--- src/rtl/bp_be_late_wb_arbiter_pkg.sv ---
// Shared types for the late writeback arbiter: writeback packet layout,
// processor config selector, round-robin lock states and the starve default.
package bp_be_late_wb_arbiter_pkg;

    typedef enum logic [1:0] {
        e_bp_default_cfg,
        e_bp_unicore_cfg
    } bp_params_e;

    localparam int dword_width_gp           = 64;
    localparam int late_wb_starve_cycles_gp = 16;

    typedef struct packed {
        logic                      ird_w_v;
        logic                      frd_w_v;
        logic [4:0]                rd_addr;
        logic [dword_width_gp-1:0] rd_data;
        logic                      fflags_w_v;
        logic [4:0]                fflags;
    } bp_be_wb_pkt_s;

    typedef enum logic {
        e_rr_open,
        e_rr_locked
    } late_wb_rr_state_e;

    function automatic int wb_pkt_width(input bp_params_e cfg);
        int w;
        case (cfg)
            e_bp_default_cfg: w = $bits(bp_be_wb_pkt_s);
            default:          w = $bits(bp_be_wb_pkt_s);
        endcase
        return w;
    endfunction

endpackage

--- src/rtl/bp_be_late_wb_rr.sv ---
// Round-robin grant with lock: the grant is held until consumed, then the
// pointer advances past the winner and a new pick is taken from post-pop requests.
//
//  state       | meaning
//  e_rr_open   | no packet presented; pick any requester on the next edge
//  e_rr_locked | grant presented; held stable until yumi
module bp_be_late_wb_rr
    import bp_be_late_wb_arbiter_pkg::*;
#(
    parameter  int num_src_p = 2,
    localparam int id_w_lp   = $clog2(num_src_p)
)
(
    input  logic                 clk_i,
    input  logic                 reset_n_i,
    input  logic [num_src_p-1:0] req_i,
    input  logic                 yumi_i,
    output logic                 grant_v_o,
    output logic [num_src_p-1:0] grant_oh_o,
    output logic [id_w_lp-1:0]   grant_id_o
);

    late_wb_rr_state_e    state_r, state_n;
    logic [id_w_lp-1:0]   ptr_r, ptr_n, id_r, id_n, pick_id, cand;
    logic                 pick_v;

    always_comb begin
        ptr_n = ptr_r;
        if (yumi_i)
            ptr_n = (id_r == id_w_lp'(num_src_p-1)) ? '0 : id_r + 1'b1;
    end

    // Descending scan so the requester closest to the pointer wins.
    always_comb begin
        pick_v  = 1'b0;
        pick_id = '0;
        cand    = '0;
        for (int off = num_src_p-1; off >= 0; off--) begin
            cand = id_w_lp'((int'(ptr_n) + off) % num_src_p);
            if (req_i[cand]) begin
                pick_v  = 1'b1;
                pick_id = cand;
            end
        end
    end

    always_comb begin
        state_n = state_r;
        id_n    = id_r;
        case (state_r)
            e_rr_open: begin
                if (pick_v) begin
                    state_n = e_rr_locked;
                    id_n    = pick_id;
                end
            end
            e_rr_locked: begin
                if (yumi_i) begin
                    if (pick_v) id_n = pick_id;
                    else        state_n = e_rr_open;
                end
            end
            default: state_n = e_rr_open;
        endcase
    end

    always_ff @(posedge clk_i) begin
        if (!reset_n_i) begin
            state_r <= e_rr_open;
            ptr_r   <= '0;
            id_r    <= '0;
        end else begin
            state_r <= state_n;
            ptr_r   <= ptr_n;
            id_r    <= id_n;
        end
    end

    always_comb begin
        grant_v_o        = (state_r == e_rr_locked);
        grant_id_o       = id_r;
        grant_oh_o       = '0;
        grant_oh_o[id_r] = grant_v_o;
    end

endmodule

--- src/rtl/bp_be_late_wb_arbiter.sv ---
// Merges per-source late writebacks onto one v/yumi port with round-robin arbitration.
// Optional BP_LATE_WB_STARVE_EN adds a stall counter that also raises force.
module bp_be_late_wb_arbiter
    import bp_be_late_wb_arbiter_pkg::*;
#(
    parameter  bp_params_e bp_params_p     = e_bp_default_cfg,
    parameter  int         num_src_p       = 2,
    parameter  int         fifo_els_p      = 2,
    parameter  int         starve_cycles_p = late_wb_starve_cycles_gp,
    localparam int         wb_pkt_w_lp     = wb_pkt_width(bp_params_p)
)
(
    input  logic                             clk_i,
    input  logic                             reset_n_i,
    input  logic [num_src_p*wb_pkt_w_lp-1:0] src_pkt_i,
    input  logic [num_src_p-1:0]             src_v_i,
    output logic [num_src_p-1:0]             src_ready_and_o,
    output logic [wb_pkt_w_lp-1:0]           late_wb_pkt_o,
    output logic                             late_wb_v_o,
    output logic                             late_wb_force_o,
    input  logic                             late_wb_yumi_i,
    output logic                             busy_o
);

    localparam int cnt_w_lp = $clog2(fifo_els_p+1);
    localparam int ptr_w_lp = $clog2(fifo_els_p);
    localparam int id_w_lp  = $clog2(num_src_p);

    if (num_src_p < 2 || fifo_els_p < 2 || starve_cycles_p < 1) begin : g_bad_params
        $error("bp_be_late_wb_arbiter: illegal parameterization");
    end

    logic [num_src_p-1:0]   enq, deq, full, nonempty, req_next, grant_oh;
    logic [id_w_lp-1:0]     grant_id;
    logic                   grant_v, yumi_qual, starved;
    logic [wb_pkt_w_lp-1:0] head [num_src_p];

    // Yumi without a presented packet is ignored so state stays intact.
    assign yumi_qual = late_wb_yumi_i & grant_v;

    for (genvar s = 0; s < num_src_p; s++) begin : g_src
        logic [wb_pkt_w_lp-1:0] mem_r [fifo_els_p];
        logic [ptr_w_lp-1:0]    rptr_r, wptr_r;
        logic [cnt_w_lp-1:0]    cnt_r, cnt_n;

        assign full[s]            = (cnt_r == cnt_w_lp'(fifo_els_p));
        assign nonempty[s]        = (cnt_r != '0);
        assign src_ready_and_o[s] = reset_n_i & ~full[s];
        assign enq[s]             = src_v_i[s] & src_ready_and_o[s];
        assign deq[s]             = yumi_qual & grant_oh[s];
        assign head[s]            = mem_r[rptr_r];
        assign req_next[s]        = (cnt_n != '0);

        always_comb begin
            cnt_n = cnt_r;
            case ({enq[s], deq[s]})
                2'b10:   cnt_n = cnt_r + 1'b1;
                2'b01:   cnt_n = cnt_r - 1'b1;
                default: cnt_n = cnt_r;
            endcase
        end

        always_ff @(posedge clk_i) begin
            if (enq[s]) mem_r[wptr_r] <= src_pkt_i[s*wb_pkt_w_lp +: wb_pkt_w_lp];
        end

        always_ff @(posedge clk_i) begin
            if (!reset_n_i) begin
                rptr_r <= '0;
                wptr_r <= '0;
                cnt_r  <= '0;
            end else begin
                cnt_r <= cnt_n;
                if (enq[s])
                    wptr_r <= (wptr_r == ptr_w_lp'(fifo_els_p-1)) ? '0 : wptr_r + 1'b1;
                if (deq[s])
                    rptr_r <= (rptr_r == ptr_w_lp'(fifo_els_p-1)) ? '0 : rptr_r + 1'b1;
            end
        end
    end

    bp_be_late_wb_rr #(.num_src_p(num_src_p)) rr (
        .clk_i      (clk_i),
        .reset_n_i  (reset_n_i),
        .req_i      (req_next),
        .yumi_i     (yumi_qual),
        .grant_v_o  (grant_v),
        .grant_oh_o (grant_oh),
        .grant_id_o (grant_id)
    );

`ifdef BP_LATE_WB_STARVE_EN
    localparam int starve_w_lp = $clog2(starve_cycles_p+1);
    logic [starve_w_lp-1:0] starve_cnt_r;

    always_ff @(posedge clk_i) begin
        if (!reset_n_i || !grant_v || late_wb_yumi_i)
            starve_cnt_r <= '0;
        else if (starve_cnt_r != starve_w_lp'(starve_cycles_p))
            starve_cnt_r <= starve_cnt_r + 1'b1;
    end

    assign starved = (starve_cnt_r >= starve_w_lp'(starve_cycles_p));
`else
    assign starved = 1'b0;
`endif

    assign late_wb_v_o     = grant_v;
    assign late_wb_pkt_o   = head[grant_id];
    assign late_wb_force_o = grant_v & ((|full) | starved);
    assign busy_o          = |nonempty;

`ifndef SYNTHESIS
    always_ff @(posedge clk_i) begin
        if (reset_n_i) assert (!(late_wb_yumi_i && !late_wb_v_o));
    end
`endif

endmodule
--- config.mk ---
export PLATFORM = sky130hd
export DESIGN_NAME = bp_be_late_wb_arbiter
export DESIGN_NICKNAME = d
export VERILOG_FILES = /design/src/rtl/bp_be_late_wb_arbiter_pkg.sv /design/src/rtl/bp_be_late_wb_rr.sv /design/src/rtl/bp_be_late_wb_arbiter.sv
export SDC_FILE = /design/constraint.sdc
export NUM_CORES = 1
export LEC_CHECK = 0
export CAP_MARGIN = 20
export CORE_ASPECT_RATIO = 0.9
export CORE_UTILIZATION = 54
export CTS_BUF_LIST = sky130_fd_sc_hd__clkbuf_8
export DETAILED_ROUTE_END_ITERATION = 8
export HOLD_SLACK_MARGIN = 0.03
export PLACE_DENSITY = 0.95
export SLEW_MARGIN = 20
export SYNTH_ARGS = -nofsm -noshare
export SYNTH_HDL_FRONTEND = slang
export SYNTH_SLANG_ARGS = --single-unit
--- constraint.sdc ---
create_clock -name clk_i -period 7 [get_ports clk_i]
set_input_delay 1.4 -clock clk_i [delete_from_list [all_inputs] [get_ports clk_i]]
set_output_delay 1.4 -clock clk_i [all_outputs]
set_load 0.005 [all_outputs]
Word-level counts from Yosys, hierarchy flattened:

Memories as Yosys holds them, arrays and structs flattened. A register that Yosys moved wholly into a read port is not among the register bits.
Cells that the tools add are included.

* flip-flop bits (word level): 11
* bits in writable memories: 308
* output and inout port bits: 82
* memories kept: 2

* add/subtract/negate cells: 10
* magnitude comparators: 5
* equality and inequality tests: 7
* mux-type cells: 35
* bitwise operators: 13
* reduce and logical (&&, ||, !) cells: 7

Memories
* g_src[0].mem_r: depth 2, width 77, read ports 1, clocked after memory_dff 1, wr ports 1, RTL line bp_be_late_wb_arbiter.sv:42 `logic [wb_pkt_w_lp-1:0] mem_r [fifo_els_p];`
* g_src[1].mem_r: depth 2, width 77, read ports 1, clocked after memory_dff 1, wr ports 1, RTL line bp_be_late_wb_arbiter.sv:42

Operators with widths (count)
* 77-bit two-way mux: 3
* 1-bit two-way mux: 27
* 1-bit AND: 8
* 2-bit equality test (second input constant): 4
* 2-bit case mux with 2 select lines: 2
* 2-bit nonzero test: 4
* 1-bit adder (second input constant): 6
* 1-bit by 2-bit less-than comparator with 1-bit output (second input constant): 3
* 2-bit by 1-bit adder with 2-bit output (second input constant): 2
* 2-bit by 1-bit equality test with 1-bit output (second input constant): 2
* 1-bit case mux with 2 select lines: 2
* 2-bit OR reduction: 2
* 2-bit by 1-bit subtractor with 2-bit output (second input constant): 2
* 1-bit inverter: 3
* 2-bit AND: 1
* 2-bit greater-or-equal comparator (second input constant): 1
* 2-bit != test (second input constant): 1
* 1-bit inverter with 2-bit output: 1
* 1-bit demux with 1-bit select: 1
* 1-bit greater-or-equal comparator (second input constant): 1
* 1-bit logical AND: 1

Depth between registers and ports, before layout:

Gate-level depths: netlist of run 1.

* depth in word-level cells: 16
* gate-level depth with buffers: 7
* gate-level depth less buffers: 7

By module:

Synthesis of run 1 repeated with hierarchy kept, for this count alone.

* cells, all modules: 736
* area total of the unflattened synthesis: 12365.6 µm²

By module, submodules not included
* bp_be_late_wb_arbiter: instances 1, cells an instance 718, area each 12206.7 µm²
* bp_be_late_wb_rr: instances 1, cells an instance 18, area each 158.9 µm²

Worst setup path before layout of run 1:

OpenSTA, ideal clock, no wires.

* path kind: input to register
* start point: in src_v_i[1]
* end point: mem g_src[1].mem_r[0][0] (netlist name) (enable)
* library setup time: 514 ps
* data arrival time: 4764 ps
* path slack: 1722 ps
* cell stages on the path: 2
* buffers on the path: 0
* cell sequence: nand3_1 -> nor2_1

* longest elaborated chain between the ends: 3

Ends and longest elaborated chain
* start: declaration: RTL line bp_be_late_wb_arbiter.sv:16 `input logic [num_src_p-1:0] src_v_i,`
* 1-bit AND: RTL line bp_be_late_wb_arbiter.sv:49 `assign enq[s] = src_v_i[s] & src_ready_and_o[s];`
* 1-bit two-way mux: RTL line bp_be_late_wb_arbiter.sv:64 `if (enq[s]) mem_r[wptr_r] <= src_pkt_i[s*wb_pkt_w_lp +: wb_pkt_w_lp];`
* 1-bit two-way mux (not written as such): RTL line bp_be_late_wb_arbiter.sv:64
* end: declaration: RTL line bp_be_late_wb_arbiter.sv:42

No other way between the ends.

==> impl_metrics.env, run 1 <==
export IMPL_status="finished, final reports clean"
export IMPL_grt_usage_pct=22.48
export IMPL_drtIter0Drc=437
export IMPL_cp_max_fo=80
export IMPL_final_layout_size_suffix_gt1_share_pct=7.339
export IMPL_synth_simple_area_share_pct=5.679
export IMPL_viasPerCell=5.486
export IMPL_dieArea_um2=23500
export IMPL_synth_xor_area_share_pct=0.2834
export IMPL_numCtsBuffers=49
export IMPL_cts_resized_gates=0
export IMPL_ant_nets=0
export IMPL_synth_area_leader_cell="edfxtp_1"
export IMPL_fin_nets=1151
export IMPL_fmaxAchievable_mhz=216.6
export IMPL_num_vias=7241
export IMPL_setup_viol=0
export IMPL_postCtsSetupRepairBufs=0
export IMPL_post_place_ws_ns=2.438
export IMPL_path_cells="buf_4, nor2b_1, a211oi_1, a21oi_1, clkdlybuf4s50_1"
export IMPL_layout_common_cells="edfxtp_1 (308), clkdlybuf4s50_1 (240), nor2b_1 (80), a21oi_1 (80)"
export IMPL_final_common_cell="edfxtp_1"
export IMPL_cp_depth=5
export IMPL_synthAdderAreaFrac_pct=0.2024
export IMPL_synth_top_cells_by_area="edfxtp_1 (75%), mux2i_1 (6.2%), a211oi_1 (4.7%)"
export IMPL_finalWorstSetupSlack_ns=2.384
export IMPL_final_area_um2=15920
export IMPL_clkSinkCount=321
export IMPL_num_rows=52
export IMPL_cts_clk_slew_worst_paths_ns=0.06
export IMPL_postCtsHoldBufs=0
export IMPL_worstSetupPathType="register to primary output"
export IMPL_syn_nets=893
export IMPL_yosysWarnings=0
export IMPL_grt_pass1_vias=7421
export IMPL_worstMarginPinSlew_ns=1.100
export IMPL_fp_dieW_um=161.5
export IMPL_max_stage_delay_ns=0.78
export IMPL_antenna_found_initial=2
export IMPL_hold_viol_final=0
export IMPL_slew_violations=0
export IMPL_initial_core_util_pct=55.07
export IMPL_dp_hpwl_mm=17.23
export IMPL_syn_cell_area_um2=12360
export IMPL_relSlewSlack_pct=26.49
export IMPL_worstSkewPairLatency_ns=0.55
export IMPL_syn_inst=732
export IMPL_cp_slowest_cell="dfxtp_4"
export IMPL_ys_types=37
export IMPL_synth_compound_area_share_pct=8.736
export IMPL_drv_cap=0
export IMPL_tritoncts="done"
export IMPL_p_per_area_nw_per_um2=279.0
export IMPL_fin_crit_sh_pct=65.95
export IMPL_netlist_area_leader_share_pct=74.83
export IMPL_wl_mm=26.27
export IMPL_die_height_um=145.5
export IMPL_wl_per_cell_um=19.90
export IMPL_power_leakage_nw=5.119
export IMPL_worstPathRequired_ns=5.60
export IMPL_fin_skew_ns=0.01974
export IMPL_crit_path_end_kind="primary output"
export IMPL_rsz0062_at_grt="no"
export IMPL_placed_area_um2=15000
export IMPL_period_minus_slack_ns=4.616
export IMPL_synth_top_family_by_area="compound AO/OA/AOI/OAI gates"
export IMPL_dpl_cell_count=1233
export IMPL_startpoint_type="register"
export IMPL_port_buffers=240
export IMPL_core_area_um2=22450
export IMPL_crit_buf_inv=2
export IMPL_hold_depth=2
export IMPL_irDropWorstVdd_uv=165.4
export IMPL_crit_family="buffers and inverters"
export IMPL_cts_buffer_depth=3
export IMPL_h_tree_depth=2
export IMPL_synth_seq_cells=321
export IMPL_firstDrtPassIters=5
export IMPL_areaGrowthSynthToFinish_pct=28.76
export IMPL_muxShareOfSynthArea_pct=6.235
export IMPL_seq_area_frac_synth_pct=76.93
export IMPL_hold_path_class="register to register"
export IMPL_io_pins=241
export IMPL_grt_pass1_wl_mm=40.10
export IMPL_fin_setup_tns_ns=0
export IMPL_grt_max_degree=81
export IMPL_grt_overflow=0
export IMPL_arrival_ns=3.22
export IMPL_gp_congestion=0.7760
export IMPL_route_detailed_drc=0
export IMPL_syn_avg_cell_area_um2=16.89
export IMPL_reg2regPathDepth=7
export IMPL_final_cells=1320
export IMPL_root_buffer="clkbuf_8"
==> flip-flops by register name, indices dropped and copies added (netlist names), named ones only <==
signal,count
rr.grant_v_o,1
g_src.wptr_r,2
rr.ptr_r,1
rr.grant_id_o,1
g_src.mem_r,308
g_src.cnt_r,4
g_src.rptr_r,2
==> worst reg2reg max path: stages, from the launching register on <==
cell      delay (ns)
dfxtp_4         0.65
buf_4           0.70
and3_1          0.33
ha_1            0.28
nand2b_1        0.18
nor3b_1         0.34
o211ai_1        0.12
and2_1          0.16
==> synth_stat cells, drive strengths merged <==
| library cell | number |
|---|---|
| nor2 | 5 |
| ha | 2 |
| or4 | 1 |
| and3b | 1 |
| o21a | 2 |
| nand3 | 2 |
| xnor2 | 3 |
| buf | 31 |
| nand2 | 2 |
| nor2b | 80 |
| nand2b | 7 |
| dfxtp | 13 |
| clkbuf | 13 |
| edfxtp | 308 |
| o41ai | 1 |
| a21boi | 3 |
| mux2i | 77 |
| a21o | 1 |
| and3 | 3 |
| nand3b | 1 |
| nand4bb | 1 |
| inv | 2 |
| a21oi | 80 |
| o221ai | 1 |
| nor3b | 1 |
| and2 | 6 |
| or3 | 2 |
| o211ai | 2 |
| or2b | 1 |
| xor2 | 1 |
| o21ai | 2 |
| a211oi | 77 |
==> metal layers <==
| metal | wire (um) | global-route usage (%) |
|---|---|---|
| met1 | 10170 | 27.82 |
| met2 | 13390 | 38.94 |
| met3 | 1977 | 4.845 |
| met4 | 711 | 8.160 |
| met5 | 16 | 0 |
==> final timing paths <==
kind	end	slack (ns)	start
worst max-delay path	late_wb_pkt_o[17]	2.38	register
worst min-delay path	g_src[1].cnt_r[1]	0.53	g_src[1].cnt_r[1]
worst max register to register	rr.grant_v_o	4.12	rr.grant_id_o
worst min register to register	g_src[1].cnt_r[1]	0.53	g_src[1].cnt_r[1]
==> final cells by class <==
cell class	instances	area (um^2)
flip-flops and latches	321	9520
fillers	1380	6531
multi-input cells	365	2643
repair buffers	251	2530
clock buffers	49	674.4
well taps	297	371.6
clock inverters	34	166.4
inverters	2	7.507
diodes	1	2.502
==> cells by family (layout without fill, tap and decap cells) <==
kind of cell	after synthesis	count (layout)
and+or+nand+nor	113	113
adders and majority gates	2	2
muxes	77	77
xor gates and xnor gates	4	4
DFF	321	321
buffers and inverters	46	336
other	0	1
AOI/OAI and AO/OA	169	169
==> where the power goes <==
part / internal (mW) / switching [mW] / leakage [nW]
clock: 0.683 / 0.661 / 0.473
sequential: 2.20 / 0.0686 / 2.93
combinational: 0.458 / 0.369 / 1.71
==> per-stage QoR <==
stage / power [mW] / hold WS (ns) / utilization [%]
floorplan: 2.647 / 0.4855 / -
global placement: 3.095 / 0.5018 / 66.85
detailed placement: 3.128 / 0.5208 / 66.85
CTS: 4.466 / 0.5294 / 70.59
global route: 4.628 / 0.5782 / 70.90
finish: 4.440 / 0.5269 / 70.90
Power figures use the tool's default switching activity.
==> inputs of run 2 (changes only) <==
CORE_UTILIZATION = 48   (was 54)
PLACE_DENSITY = 0.9   (was 0.95)
clock period = 3.9 ns   (was 7 ns; I/O delays follow)
==> impl_metrics.env, run 2 (synthesized netlist as in run 1, its figures left out) <==
export IMPL_final_area_um2=16050
export IMPL_route_detailed_drc=0
export IMPL_cts_clk_slew_worst_paths_ns=0.06
export IMPL_num_rows=55
export IMPL_areaGrowthSynthToFinish_pct=29.86
export IMPL_layout_common_cells="edfxtp_1 (308), clkdlybuf4s50_1 (240), nor2b_1 (80), a21oi_1 (80)"
export IMPL_numCtsBuffers=51
export IMPL_relSlewSlack_pct=56.12
export IMPL_final_common_cell="edfxtp_1"
export IMPL_clkSinkCount=321
export IMPL_cp_max_fo=54
export IMPL_root_buffer="clkbuf_8"
export IMPL_grt_overflow=0
export IMPL_rsz0062_at_grt="no"
export IMPL_antenna_cells=0
export IMPL_netSwitchingFraction_pct=24.61
export IMPL_num_vias=7233
export IMPL_ant_nets=0
export IMPL_worstSetupPathType="register to primary output"
export IMPL_multi_input_area_um2=2643
export IMPL_die_height_um=154.2
export IMPL_firstDrtPassIters=4
export IMPL_drv_cap=0
export IMPL_seqPwrFrac_pct=50.2
export IMPL_irDropWorstVdd_uv=355.4
export IMPL_finalWorstSetupSlack_ns=0.4820
export IMPL_nFillCells=1809
export IMPL_post_place_ws_ns=0.7039
export IMPL_power_frac_comb_pct=18.6
export IMPL_port_buffers=240
export IMPL_fin_crit_sh_pct=87.64
export IMPL_antenna_found_initial=1
export IMPL_core_area_um2=25190
export IMPL_final_layout_size_suffix_gt1_share_pct=8.027
export IMPL_dp_hpwl_mm=16.83
export IMPL_grt_pass1_wl_mm=39.59
export IMPL_largest_registers="g_src.mem_r x308, g_src.cnt_r x4"
export IMPL_setup_viol=0
export IMPL_power_mw=8.066
export IMPL_largest_reg_flops=308
export IMPL_postCtsHoldBufs=0
export IMPL_dieArea_um2=26400
export IMPL_h_tree_depth=2
export IMPL_startpoint_type="register"
export IMPL_hold_depth=2
export IMPL_top_register="g_src.mem_r"
export IMPL_wl_mm=26.23
export IMPL_worstSkewPairLatency_ns=0.57
export IMPL_clkPwrFrac_pct=31.2
export IMPL_grt_max_degree=70
export IMPL_arrival_ns=2.64
export IMPL_worstHoldStart="g_src[1].cnt_r[1]"
export IMPL_p_per_area_nw_per_um2=502.5
export IMPL_fin_setup_tns_ns=0
export IMPL_cts_resized_gates=0
export IMPL_slew_violations=0
export IMPL_drtIter0Drc=408
export IMPL_reg2regPathDepth=6
export IMPL_status="finished, final reports clean"
export IMPL_grt_usage_pct=19.86
export IMPL_fp_dieW_um=171.2
export IMPL_wl_per_cell_um=19.06
export IMPL_power_switching_mw=1.985
export IMPL_crit_path_end_kind="primary output"
export IMPL_internal_power_mw=6.081
export IMPL_r2r_start="rr.grant_id_o"
export IMPL_power_leakage_nw=5.199
export IMPL_final_cells=1376
export IMPL_placed_area_um2=15150
export IMPL_fmaxAchievable_mhz=292.6
export IMPL_hold_path_class="register to register"
export IMPL_cts_buffer_depth=3
export IMPL_fin_skew_ns=0.03619
export IMPL_initial_core_util_pct=49.08
export IMPL_tritoncts="done"
export IMPL_worstMarginPinSlew_ns=0.6582
export IMPL_fin_nets=1157
export IMPL_period_minus_slack_ns=3.418
export IMPL_viasPerCell=5.257
export IMPL_postCtsSetupRepairBufs=0
export IMPL_io_pins=241
export IMPL_gp_congestion=0.7582
export IMPL_dpl_cell_count=1285
export IMPL_worstPathRequired_ns=3.12
export IMPL_ff_latch_area_um2=9520
export IMPL_grt_pass1_vias=7649
export IMPL_hold_viol_final=0
## run 2: cell types whose count changed in the layout (fill, tap and decap cells not counted), moves of 2 or more
| cell | delta |
|---|---|
| clkbuf_8 | +3 |
| clkinv_2 | +2 |
| clkinvlp_4 | -2 |
| buf_4 | +4 |
| clkinv_1 | -2 |
| inv_1 | +6 |
## run 2: metal layers
layer  part of all wire, %  global-route usage (%)  routed length (um)
met1                    39                   23.62               10340
met2                    50                   34.69               13150
met3                   7.6                   4.734                2001
met4                   2.8                   7.866                 741
met5                     0                       0                   0
## run 2: area by class of cell
class	instances	share of cell area [%]
sequential	321	59.31
multi-input combinational	365	16.46
timing repair buffer	255	15.90
clock buffer	52	4.459
tap	342	2.666
clock inverter	39	1.154
inverter	2	0.04677
## run 2: path summary, 6_finish.rpt
path | endpoint | slack [ns]
min | g_src[1].cnt_r[1] | 0.55
min reg2reg | g_src[1].cnt_r[1] | 0.55
max | late_wb_pkt_o[11] | 0.48
max reg2reg | rr.grant_id_o | 1.74
## run 2: power groups by stage
stage                     combinational (mW)  sequential, mW  clock, mW
after floorplan                        0.690            4.06          0
after global placement                  1.46            4.11          0
after detailed placement                1.51            4.13          0
after CTS                               1.52            4.06       2.58
after global routing                    1.63            4.07       2.73
final                                   1.50            4.05       2.51
## run 2: critical path, stage by stage, from the launching register on
cell and delay [ns]:
dfxtp_4 0.72, buf_4 0.43, nor2b_1 0.09, a211oi_1 0.26
a21oi_1 0.10, clkdlybuf4s50_1 0.48
## run 2: metrics by stage
step	hold WS (ns)	utilization (%)
3_3_place_gp	0.5140	60.15
3_5_place_dp	0.5436	60.15
4_1_cts	0.5564	63.73
6_report	0.5519	63.73
5_1_grt	0.6067	63.73
2_1_floorplan	0.4855	-
